===== config.mk =====
export PLATFORM = sky130hd
export DESIGN_NAME = decrypt_scheduler
export DESIGN_NICKNAME = d
export VERILOG_FILES = /design/src/rtl/decrypt_pkg.sv /design/src/rtl/rr_arbiter.sv /design/src/rtl/decrypt_scheduler.sv
export SDC_FILE = /design/constraint.sdc
export NUM_CORES = 1
export LEC_CHECK = 0
export CAP_MARGIN = 30
export CORE_AREA = 3 3 228 230
export DETAILED_ROUTE_END_ITERATION = 12
export DIE_AREA = 0 0 231 233
export GPL_ROUTABILITY_DRIVEN = 0
export MAX_ROUTING_LAYER = met4
export SLEW_MARGIN = 10
export SYNTH_ARGS = -nofsm -noshare
export SYNTH_HDL_FRONTEND = slang
export SYNTH_SLANG_ARGS = --single-unit

===== constraint.sdc =====
create_clock -name Clk -period 9.27 [get_ports Clk]
set_clock_uncertainty 0.05 [all_clocks]
set_input_delay 0.927 -clock Clk [delete_from_list [all_inputs] [get_ports Clk]]
set_output_delay 0.927 -clock Clk [all_outputs]
set_load 0.005 [all_outputs]

===== src/rtl/decrypt_pkg.sv =====
// Shared constants and types for the decrypt scheduler: datapath widths,
// function-select field position and the scheduler state encoding.
package decrypt_pkg;

  localparam int CIPHER_W     = 78;
  localparam int PLAIN_W      = 60;
  localparam int FUNC_SEL_LSB = 4;
  localparam int FUNC_SEL_MSB = 5;

  typedef enum logic [1:0] {
    IDLE = 2'd0,
    WAIT = 2'd1,
    RESP = 2'd2
  } state_t;

  typedef logic [FUNC_SEL_MSB-FUNC_SEL_LSB:0] func_t;

endpackage


===== src/rtl/rr_arbiter.sv =====
// Combinational round-robin pick: first asserted request at or above i_ptr,
// wrapping. Returns a one-hot grant, the winner index and an any-request flag.
module rr_arbiter #(
  parameter int NUM_REQ = 4,
  parameter int IDX_W   = $clog2(NUM_REQ)
) (
  input  logic [NUM_REQ-1:0] i_req,
  input  logic [IDX_W-1:0]   i_ptr,
  output logic [NUM_REQ-1:0] o_grant,
  output logic [IDX_W-1:0]   o_idx,
  output logic               o_any
);

  int w_j;

  // Walk offsets from farthest to nearest so the nearest requester overwrites.
  always_comb begin
    o_grant = '0;
    o_idx   = '0;
    o_any   = 1'b0;
    w_j     = 0;
    for (int k = NUM_REQ - 1; k >= 0; k--) begin
      w_j = int'(i_ptr) + k;
      if (w_j >= NUM_REQ) w_j = w_j - NUM_REQ;
      if (i_req[w_j[IDX_W-1:0]]) begin
        o_grant = NUM_REQ'(1) << w_j[IDX_W-1:0];
        o_idx   = w_j[IDX_W-1:0];
        o_any   = 1'b1;
      end
    end
  end

endmodule


===== src/rtl/decrypt_scheduler.sv =====
// Shares one Decrypter datapath between NUM_REQ requesters, one transaction at a
// time. Optional per-function completion counters under `DEC_SCHED_STATS_EN.
module decrypt_scheduler
  import decrypt_pkg::*;
#(
  parameter int NUM_REQ     = 4,
  parameter int DEC_LATENCY = 2,
  parameter int CNT_W       = 16
) (
  input  logic                          Clk,
  input  logic                          Rst_n,
  input  logic [NUM_REQ-1:0]            req_valid,
  input  logic [NUM_REQ*CIPHER_W-1:0]   req_data,
  output logic [NUM_REQ-1:0]            req_ready,
  output logic [CIPHER_W-1:0]           dec_data,
  input  logic [PLAIN_W-1:0]            dec_result,
  output logic                          rsp_valid,
  input  logic                          rsp_ready,
  output logic [PLAIN_W-1:0]            rsp_data,
  output logic [$clog2(NUM_REQ)-1:0]    rsp_id,
  output logic [1:0]                    rsp_func,
  output logic                          busy,
  output logic [4*CNT_W-1:0]            stat_count,
  output state_t                        o_dbg_state
);

  localparam int ID_W = $clog2(NUM_REQ);
  localparam int CW   = $clog2(DEC_LATENCY + 1);

  state_t                r_state, w_state_nxt;
  logic [ID_W-1:0]       r_rr_ptr, r_id, r_rsp_id;
  logic [CW-1:0]         r_cnt;
  logic [CIPHER_W-1:0]   r_dec_data;
  func_t                 r_func, r_rsp_func;
  logic                  r_rsp_valid;
  logic [PLAIN_W-1:0]    r_rsp_data;
  logic [NUM_REQ-1:0]    w_grant;
  logic [ID_W-1:0]       w_win;
  logic                  w_any, w_accept, w_capture, w_release;
  logic [CIPHER_W-1:0]   w_req_arr [NUM_REQ];

  for (genvar i = 0; i < NUM_REQ; i++) begin : g_req
    assign w_req_arr[i] = req_data[CIPHER_W*i +: CIPHER_W];
  end

  rr_arbiter #(.NUM_REQ(NUM_REQ), .IDX_W(ID_W)) u_arb (
    .i_req   (req_valid),
    .i_ptr   (r_rr_ptr),
    .o_grant (w_grant),
    .o_idx   (w_win),
    .o_any   (w_any)
  );

  // Both channels use valid/ready: a transfer happens on a rising edge where
  // valid and ready are both high; valid never drops and data never changes
  // before that edge. req_ready is a grant offered only in IDLE.
  assign req_ready = (Rst_n && r_state == IDLE) ? w_grant : '0;

  always_comb begin
    w_state_nxt = r_state;
    w_accept    = 1'b0;
    w_capture   = 1'b0;
    w_release   = 1'b0;
    case (r_state)
      IDLE: if (w_any) begin
        w_accept    = 1'b1;
        w_state_nxt = WAIT;
      end
      WAIT: if (r_cnt == CW'(1)) begin
        w_capture   = 1'b1;
        w_state_nxt = RESP;
      end
      RESP: if (rsp_ready) begin
        w_release   = 1'b1;
        w_state_nxt = IDLE;
      end
      default: w_state_nxt = IDLE;
    endcase
  end

  always_ff @(posedge Clk) begin
    if (!Rst_n) r_state <= IDLE;
    else        r_state <= w_state_nxt;
  end

  // dec_data only moves on acceptance, so the datapath input is stable through WAIT/RESP.
  always_ff @(posedge Clk) begin
    if (!Rst_n) begin
      r_rr_ptr    <= '0;
      r_id        <= '0;
      r_func      <= '0;
      r_cnt       <= '0;
      r_dec_data  <= '0;
      r_rsp_valid <= 1'b0;
      r_rsp_data  <= '0;
      r_rsp_id    <= '0;
      r_rsp_func  <= '0;
    end else begin
      if (w_accept) begin
        r_dec_data <= w_req_arr[w_win];
        r_id       <= w_win;
        r_func     <= w_req_arr[w_win][FUNC_SEL_MSB:FUNC_SEL_LSB];
        r_cnt      <= CW'(DEC_LATENCY);
        r_rr_ptr   <= (w_win == ID_W'(NUM_REQ - 1)) ? '0 : w_win + ID_W'(1);
      end
      if (r_state == WAIT) r_cnt <= r_cnt - 1'b1;
      if (w_capture) begin
        r_rsp_data  <= dec_result;
        r_rsp_id    <= r_id;
        r_rsp_func  <= r_func;
        r_rsp_valid <= 1'b1;
      end
      if (w_release) r_rsp_valid <= 1'b0;
    end
  end

  assign dec_data    = r_dec_data;
  assign rsp_valid   = r_rsp_valid;
  assign rsp_data    = r_rsp_data;
  assign rsp_id      = r_rsp_id;
  assign rsp_func    = r_rsp_func;
  assign busy        = (r_state != IDLE);
  assign o_dbg_state = r_state;

`ifdef DEC_SCHED_STATS_EN
  logic [CNT_W-1:0] r_stat [4];

  // Saturating counters; only a reset clears them.
  always_ff @(posedge Clk) begin
    if (!Rst_n) begin
      for (int f = 0; f < 4; f++) r_stat[f] <= '0;
    end else if (w_release && (r_stat[r_rsp_func] != '1)) begin
      r_stat[r_rsp_func] <= r_stat[r_rsp_func] + CNT_W'(1);
    end
  end

  for (genvar f = 0; f < 4; f++) begin : g_stat
    assign stat_count[CNT_W*f +: CNT_W] = r_stat[f];
  end
`else
  assign stat_count = '0;
`endif

endmodule


==> results.tsv, run 1 <==
metric	value	unit
end_kind	output port	
status	finished clean	
cp_data_required_time	8290	ps
initial_core_util	18.43	%
clock_path_buffers	2	
min_path_type	register to register	
regArea	3023	um^2
rrSetupSlack	5230	ps
p_clk_share	20.7	%
switching_share	40.58	%
drc	0	
synth_top_cells_by_count	151 x dfxtp_1, 143 x nand2_1, 82 x mux2i_1	
rsz0062_at_grt	false	
r2r-end	dec_data[73]$_SDFFE_PN0P_	
hold_end	r_id[0]$_SDFFE_PN0P_	
yosys.area.top_type	dfxtp_1	
drt_pass1_iterations	4	
crit_type	input port to output port	
setup_viol	0	
cts_buffers	17	
grt_pass1_vias	9968	
drive_gt1_share	6.932	%
vias	9899	
cp-start-kind	input port	
internal-power	1938	uW
fin_crit_sh	50.22	%
syn_inst	1083	
rows	82	
setup_slack	4614	ps
worstPathMaxFanout	8	
synth-edff-count	0	
ys_seq_area_share	32.76	%
clkTransAtPathRegs	70	ps
period_needed	4656	ps
fin_hold_ws	407.3	ps
die_area	53820	um^2
worst_pin_slew	824.4	ps
hold_viol_final	0	
synth_seq_cells	151	
setup-tns-final	0	ps
grt_max_degree	92	
max_slew_margin	43.47	%
area_growth	67.70	%
dpl.hpwl	29770	um
yosys_most_used_dff	dfxtp_1	
synth.most_common_cell	dfxtp_1	
multi_input_area	5559	um^2
portBuffers	528	
layout.nets	1933	
pre_cts_ws	4666	ps
synth_area	9226	um^2
pin_count	593	
grt_overflow	0	
avgSynthCellArea	8.519	um^2
clock-sinks	151	
yosysWarningCount	0	
finalMaxSlewViolations	0	
synth_top_area_share	32.76	%
post_cts_buffers	0	
grt_pass1_wl	58870	um
ir_worst_vdd	143.8	uV
totalWireLength	39970	um
hold_depth	2	
die_w	231	um
drv_cap	0	
leakage	0.005227	uW
synth_async_sr_flop_share	0	%
cts_resized	0	
cts_tree	done	
clock_latency	480	ps
combPwrFrac	52.2	%
cts_root_buf	clkbuf_16	
dieHeight	233	um
fin_cells	2231	
reg2reg_depth	9	
place_inst	2198	
grtUsageTotal	14.73	%
cts_hold_buf	0	
power.switching	1323	uW
hold_start	r_id[0]$_SDFFE_PN0P_	
drtIter0Drc	367	
p_per_area	210.8	nW/um^2
core	50070	um^2
cts_max_level	4	
drtAntennaViolNets	0	
p_seq_share	27.1	%
ys_types	45	
routedWlPerCell	17.92	um
timing.rr.start	r_rr_ptr[0]$_SDFFE_PN0P_	
fmax	0.2148	GHz
antenna_found_initial	0	
vias_per_cell	4.437	
yosys-top-cells-area	dfxtp_1 33%, mux2i_1 8.9%, o21a_1 6.4%, nand2_1 5.8%, a21boi_0 5.4%	
arrival	3680	ps
fillers	5307	
==> per-stage QoR <==
step	area [um^2]	power [uW]	utilization, %
detailed placement	14920	2611	29.81
global placement	14860	2561	29.67
global route	15470	3474	30.90
floorplan	9463	1864	-
finish	15470	3261	30.90
CTS	15470	3321	30.90
==> layout by cell type, fill, tap and decap left out, drive strengths merged, types with 3 or more instances in the layout <==
master,count
ha,9
dfxtp,151
nor3,41
a211oi,41
a211o,3
o2111ai,39
nor2,52
nand2,143
clkinv,4
o21ai,10
o311ai,40
clkinvlp,3
nand2b,41
conb,64
o31ai,40
nand3,41
clkbuf,18
and2,6
mux2i,82
mux2,3
inv,14
o21a,79
a22oi,3
clkdlybuf4s50,527
buf,20
a21boi,67
a21oi,4
==> registers in the layout, indices dropped and copies added, names as in the netlist, 2 cells and up <==
register and flops:
r_cnt 2, o_dbg_state 2, r_id 2, rsp_func 2, rsp_id 2, dec_data 78
r_rr_ptr 2, rsp_data 60
==> final cells by class <==
class	instances	area share (%)
clock inverter	14	0.7521
antenna	1	0.01617
tap	672	5.434
clock buffer	18	2.774
sequential	151	19.54
timing repair buffer	547	35.39
multi-input combinational	821	35.93
inverter	7	0.1698
==> cell families after synthesis <==
family	after synthesis	share of synthesized area, %
other cells	1	0.04064
buf+inv	174	10.37
flops	151	32.76
mux	86	9.506
simple gates	329	16.03
compound gates	333	30.07
fa+ha+maj	9	1.221
==> worst max path at each step <==
stage,end,cells past startpoint,slack (ps),from
finish,req_ready[3],7,4610,req_valid[1]
global route,req_ready[3],8,4360,r_rr_ptr[0]$_SDFFE_PN0P_
CTS,req_ready[3],8,4640,r_rr_ptr[0]$_SDFFE_PN0P_
detailed placement,req_ready[3],7,4670,req_valid[1]
global placement,dec_data[64]$_SDFFE_PN0P_,8,4630,req_valid[1]
floorplan,req_ready[0],5,6030,req_valid[1]
==> power by group through the flow <==
| stage | clock, uW | combinational [uW] | sequential [uW] |
|---|---|---|---|
| 5_1_grt | 732 | 1840 | 902 |
| 6_report | 676 | 1700 | 883 |
| 3_5_place_dp | 0 | 1710 | 896 |
| 3_3_place_gp | 0 | 1670 | 892 |
| 2_1_floorplan | 0 | 976 | 888 |
| 4_1_cts | 714 | 1720 | 884 |
==> metal layers <==
layer | vias up | share of wire [%] | global-route usage (%) | wire length (um)
met5 | - | 0 | - | 0
met4 | 0 | 2.0 | 5.268 | 805
met3 | 49 | 7.8 | 4.836 | 3102
met2 | 415 | 50 | 25.10 | 20150
met1 | 4667 | 40 | 16.09 | 15910
li1 | 4768 | - | - | -
==> worst max-delay path, stage by stage <==
cell and delay [ps]:
clkdlybuf4s50_1 530, mux4_2 600, a211oi_1 460, a22oi_1 130, a211o_1 330, o21ai_0 100
clkdlybuf4s50_1 600
(Power assumes the default switching activity.)
==> run 2: changes to the inputs <==
- CORE_AREA: 3 3 228 230 -> 3 3 230 232
- DIE_AREA: 0 0 231 233 -> 0 0 233 235
- clock period: 9.27 -> 4.9 ns (I/O delays scaled with it)
==> results.tsv, run 2 (same netlist as run 1, synthesis figures left out) <==
metric	value	unit	change
drtIter0Drc	388		was 367
final_cell_mix	527 x clkdlybuf4s50_1, 151 x dfxtp_1, 142 x nand2_1		unchanged
die_area	54760	um^2	was 53820 um^2
drive_gt1_share	6.877	%	was 6.932%
drtAntennaViolNets	0		unchanged
ir_worst_vdd	306.1	uV	was 143.8 uV
clock-sinks	151		unchanged
pin_count	593		unchanged
fin_area	15530	um^2	was 15470 um^2
post_cts_buffers	0		unchanged
cts_resized	0		unchanged
max_slew_margin	41.21	%	was 43.47%
vias	9947		was 9899
dieHeight	235	um	was 233 um
antenna_found_initial	5		was 0
worstPathMaxFanout	17		was 8
cts_max_level	4		unchanged
area_growth	68.31	%	was 67.70%
routedWlPerCell	18.46	um	was 17.92 um
cts_hold_buf	0		unchanged
initial_core_util	18.02	%	was 18.43%
drt_pass1_iterations	5		was 4
p_per_area	405.0	nW/um^2	was 210.8 nW/um^2
fin_crit_sh	85.60	%	
clkTransAtPathRegs	70	ps	about the same
drc	0		unchanged
totalWireLength	41360	um	was 39970 um
hold_viol_final	0		unchanged
clock_latency	470	ps	was 480 ps
drv_cap	0		unchanged
grt_pass1_vias	10120		was 9968
layout.nets	1931		was 1933
place_area	14920	um^2	about the same
finalMaxSlewViolations	0		unchanged
dpl.hpwl	30450	um	was 29770 um
cp-start-kind	register		was input port
crit_type	register to output port		was input port to output port
core	51200	um^2	was 50070 um^2
rsz0062_at_grt	false		unchanged
postLayoutCoreUtil	30.33	%	was 30.90%
grt_pass1_wl	60930	um	was 58870 um
arrival	3650	ps	was 3680 ps
clock_path_buffers	2		unchanged
grt_overflow	0		unchanged
setup-tns-final	0	ps	unchanged
cts_root_buf	clkbuf_16		unchanged
grt_max_degree	118		was 92
status	finished clean		unchanged
rows	83		was 82
grtUsageTotal	15.08	%	was 14.73%
cp_data_required_time	4360	ps	was 8290 ps
largest_reg_flops	78		unchanged
worst_pin_slew	857.3	ps	was 824.4 ps
period_needed	4194	ps	
setup_viol	0		unchanged
cts_tree	done		unchanged
cts_buffers	17		unchanged
final_common_cell	clkdlybuf4s50_1		unchanged
end_kind	output port		unchanged
leakage	0.005250	uW	was 0.005227 uW
min_path_type	register to register		unchanged
portBuffers	528		unchanged
fmax	0.2384	GHz	
vias_per_cell	4.441		was 4.437
die_w	233	um	was 231 um
==> run 2: changes by cell type in the layout (fill, tap and decap cells not counted) <==
cell / before / now
clkinv_4: 2 / 5
buf_4: 16 / 14
bufinv_16: 0 / 2
diode_2: 1 / 4
clkbuf_1: 1 / 0
clkinvlp_4: 3 / 1
inv_8: 2 / 1
clkbuf_8: 0 / 2
inv_6: 5 / 1
clkinv_2: 2 / 3
==> run 2: worst paths after layout <==
path / startpoint / endpoint / slack, ps / cells past startpoint
max: r_rr_ptr[0]$_SDFFE_PN0P_ / req_ready[3] / 710 / 8
min reg2reg: r_id[0]$_SDFFE_PN0P_ / r_id[0]$_SDFFE_PN0P_ / 410 / 2
min: r_id[0]$_SDFFE_PN0P_ / r_id[0]$_SDFFE_PN0P_ / 410 / 2
max reg2reg: r_rr_ptr[0]$_SDFFE_PN0P_ / dec_data[13]$_SDFFE_PN0P_ / 1320 / 8
==> run 2: area by class of cell <==
| cell class | count | area (um^2) |
|---|---|---|
| Clock buffer | 19 | 452.9 |
| Sequential cell | 151 | 3023 |
| Antenna cell | 4 | 10.01 |
| Timing Repair Buffer | 545 | 5460 |
| Multi-Input combinational cell | 821 | 5559 |
| Inverter | 7 | 26.28 |
| Clock inverter | 13 | 146.4 |
| Tap cell | 680 | 850.8 |
| Fill cell | 5410 | 35670 |
==> run 2: per-layer routing <==
| metal | vias to the layer above | routed length (um) | GRT usage, % |
|---|---|---|---|
| li1 | 4757 | - | - |
| met4 | 0 | 1156 | 6.308 |
| met1 | 4695 | 17230 | 17.53 |
| met3 | 64 | 3385 | 4.413 |
| met2 | 431 | 19590 | 24.18 |
| met5 | - | 0 | - |
==> run 2: power breakdown <==
| group | switching (uW) | internal (uW) |
|---|---|---|
| Combinational | 1710 | 1500 |
| Sequential | 188 | 1500 |
| Clock | 611 | 782 |
==> run 2: worst max-delay path, cell delays in order, from the launching register on <==
cell and delay (ps):
dfxtp_1 730, inv_1 200, ha_1 430, and2_1 170, a211oi_1 450, a22oi_1 150
a211o_1 320, o21ai_0 130, clkdlybuf4s50_1 580
==> run 2: metrics by stage <==
| stage | worst slack (ps) | hold WS, ps | power [uW] | std cells |
|---|---|---|---|---|
| after floorplan | 1984 | 385.3 | 3527 | 1146 |
| after global placement | 1160 | 397.1 | 4873 | 2202 |
| after detailed placement | 1120 | 400.3 | 4936 | 2204 |
| after CTS | 668.6 | 410.7 | 6387 | 2236 |
| after global routing | 446.6 | 429.0 | 6686 | 2240 |
| final | 705.8 | 406.2 | 6289 | 2240 |
==> run 3: changes to the inputs <==
- CAP_MARGIN: 30 -> 20
==> results.tsv, run 3 (same netlist as run 1, synthesis figures left out) <==
metric	value	unit	change
rsz0062_at_grt	false		unchanged
setup_viol	0		unchanged
die_w	233	um	unchanged
fillers	5386		was 5410
setup-tns-final	0	ps	unchanged
end_kind	output port		unchanged
totalWireLength	41470	um	was 41360 um
largest_reg_flops	78		unchanged
cp-start-kind	register		unchanged
grt_overflow	0		unchanged
grt_pass1_wl	60750	um	was 60930 um
hold_depth	2		unchanged
final_common_cell	clkdlybuf4s50_1		unchanged
fmax	0.2390	GHz	was 0.2384 GHz
drt_pass1_iterations	5		unchanged
core	51200	um^2	unchanged
drv_cap	0		unchanged
p_per_area	406.5	nW/um^2	was 405.0 nW/um^2
clkTransAtPathRegs	70	ps	about the same
crit_path_cell_trace	inv_1 -> ha_1 -> and2_1 -> a211oi_1 -> a22oi_1 -> a211o_1 -> o21ai_0 -> clkdlybuf4s50_1		unchanged
min_path_type	register to register		unchanged
slowest_delay	720	ps	was 730 ps
clock_path_buffers	2		unchanged
grt_pass1_vias	10005		was 10.12k
setup_slack	716.7	ps	was 705.8 ps
cts_resized	0		unchanged
pre_cts_ws	1141	ps	was 1120 ps
rows	83		unchanged
vias_per_cell	4.418		was 4.441
worstPathMaxFanout	17		unchanged
post_cts_buffers	0		unchanged
fin_crit_sh	85.37	%	was 85.60%
clock-sinks	151		unchanged
reg2reg_depth	8		unchanged
worst_pin_slew	1097	ps	was 857.3 ps
vias	9888		was 9947
hold_viol_final	0		unchanged
cts_tree	done		unchanged
cts_hold_buf	0		unchanged
crit_type	register to output port		unchanged
regArea	3023	um^2	unchanged
drtIter0Drc	425		was 388
ir_worst_vdd	463.8	uV	was 306.1 uV
path_delay_family	compound AO/OA/AOI/OAI gates		unchanged
crit_cells	8		unchanged
routedWlPerCell	18.53	um	was 18.46 um
die_area	54760	um^2	unchanged
final_cell_mix	527 x clkdlybuf4s50_1, 151 x dfxtp_1, 142 x nand2_1		unchanged
slowest_stage	dfxtp_1		unchanged
grtUsageTotal	15.03	%	was 15.08%
portBuffers	528		unchanged
clock_latency	470	ps	about the same
antenna_found_initial	4		was 5
cts_max_level	4		unchanged
fin_hold_ws	404.7	ps	was 406.2 ps
dieHeight	235	um	unchanged
drc	0		unchanged
area_growth	68.28	%	was 68.31%
period_needed	4183	ps	was 4194 ps
multi_input_area	5559	um^2	unchanged
cts_buffers	17		unchanged
grt_max_degree	118		unchanged
arrival	3640	ps	was 3650 ps
drtAntennaViolNets	0		unchanged
status	finished clean		unchanged
cp_num_buf_inv	2		unchanged
layout.nets	1930		was 1931
cp_data_required_time	4360	ps	about the same
place_area	14880	um^2	was 14920 um^2
drive_gt1_share	6.817	%	was 6.877%
finalMaxSlewViolations	0		unchanged
leakage	0.005237	uW	was 0.005250 uW
initial_core_util	18.02	%	unchanged
dpl.hpwl	30260	um	was 30450 um
max_slew_margin	26.89	%	was 41.21%
pin_count	593		unchanged
fin_area	15530	um^2	about the same
cts_root_buf	clkbuf_16		unchanged
fin_total_pwr	6312	uW	was 6289 uW
## run 3: changes by cell type in the layout (fill, tap and decap cells not counted)
cell	change
diode_2	-1
buf_12	-1
clkinv_2	-3
inv_8	+1
clkinv_4	-3
clkinvlp_4	+3
clkbuf_8	+2
## run 3: worst reg2reg max path: stages (launching register included)
cell,delay (ps)
dfxtp_1,720
inv_1,210
ha_1,460
inv_1,110
o221a_2,290
nor3_2,430
nand2b_2,930
o31ai_1,180
a211oi_2,240
## run 3: final timing paths
check | startpoint | to | slack (ps)
max | r_rr_ptr[0]$_SDFFE_PN0P_ | req_ready[0] | 720
min | r_id[0]$_SDFFE_PN0P_ | r_id[0]$_SDFFE_PN0P_ | 400
max reg2reg | r_rr_ptr[0]$_SDFFE_PN0P_ | dec_data[0]$_SDFFE_PN0P_ | 1200
min reg2reg | r_id[0]$_SDFFE_PN0P_ | r_id[0]$_SDFFE_PN0P_ | 400
## run 3: where the power goes
part | total (uW) | leakage [uW] | switching [uW] | internal (uW)
sequential | 1680 | 0.00124 | 186 | 1500
clock | 1430 | 0.000292 | 617 | 814
combinational | 3200 | 0.00371 | 1710 | 1490
total | 6310 | 0.00524 | 2510 | 3800
## run 3: routing by layer
layer | track usage (%) | share of wire, % | vias up
met5 | - | 0 | -
met4 | 5.562 | 2.2 | 0
met3 | 4.631 | 8.4 | 53
met2 | 23.93 | 47 | 446
met1 | 17.76 | 42 | 4643
li1 | - | - | 4746
## run 3: layout make-up
class | count | area share [%]
Inverter | 7 | 0.1692
Multi-Input combinational cell | 821 | 35.80
Tap cell | 680 | 5.480
Sequential cell | 151 | 19.47
Clock buffer | 21 | 3.095
Antenna cell | 3 | 0.04835
Clock inverter | 11 | 0.8945
Timing Repair Buffer | 544 | 35.04
## run 3: through the flow
| stage | util, % | cells |
|---|---|---|
| 5_1_grt | 30.33 | 2238 |
| 6_report | 30.33 | 2238 |
| 3_5_place_dp | 29.06 | 2202 |
| 2_1_floorplan | - | 1146 |
| 3_3_place_gp | 29.06 | 2202 |
| 4_1_cts | 30.27 | 2234 |
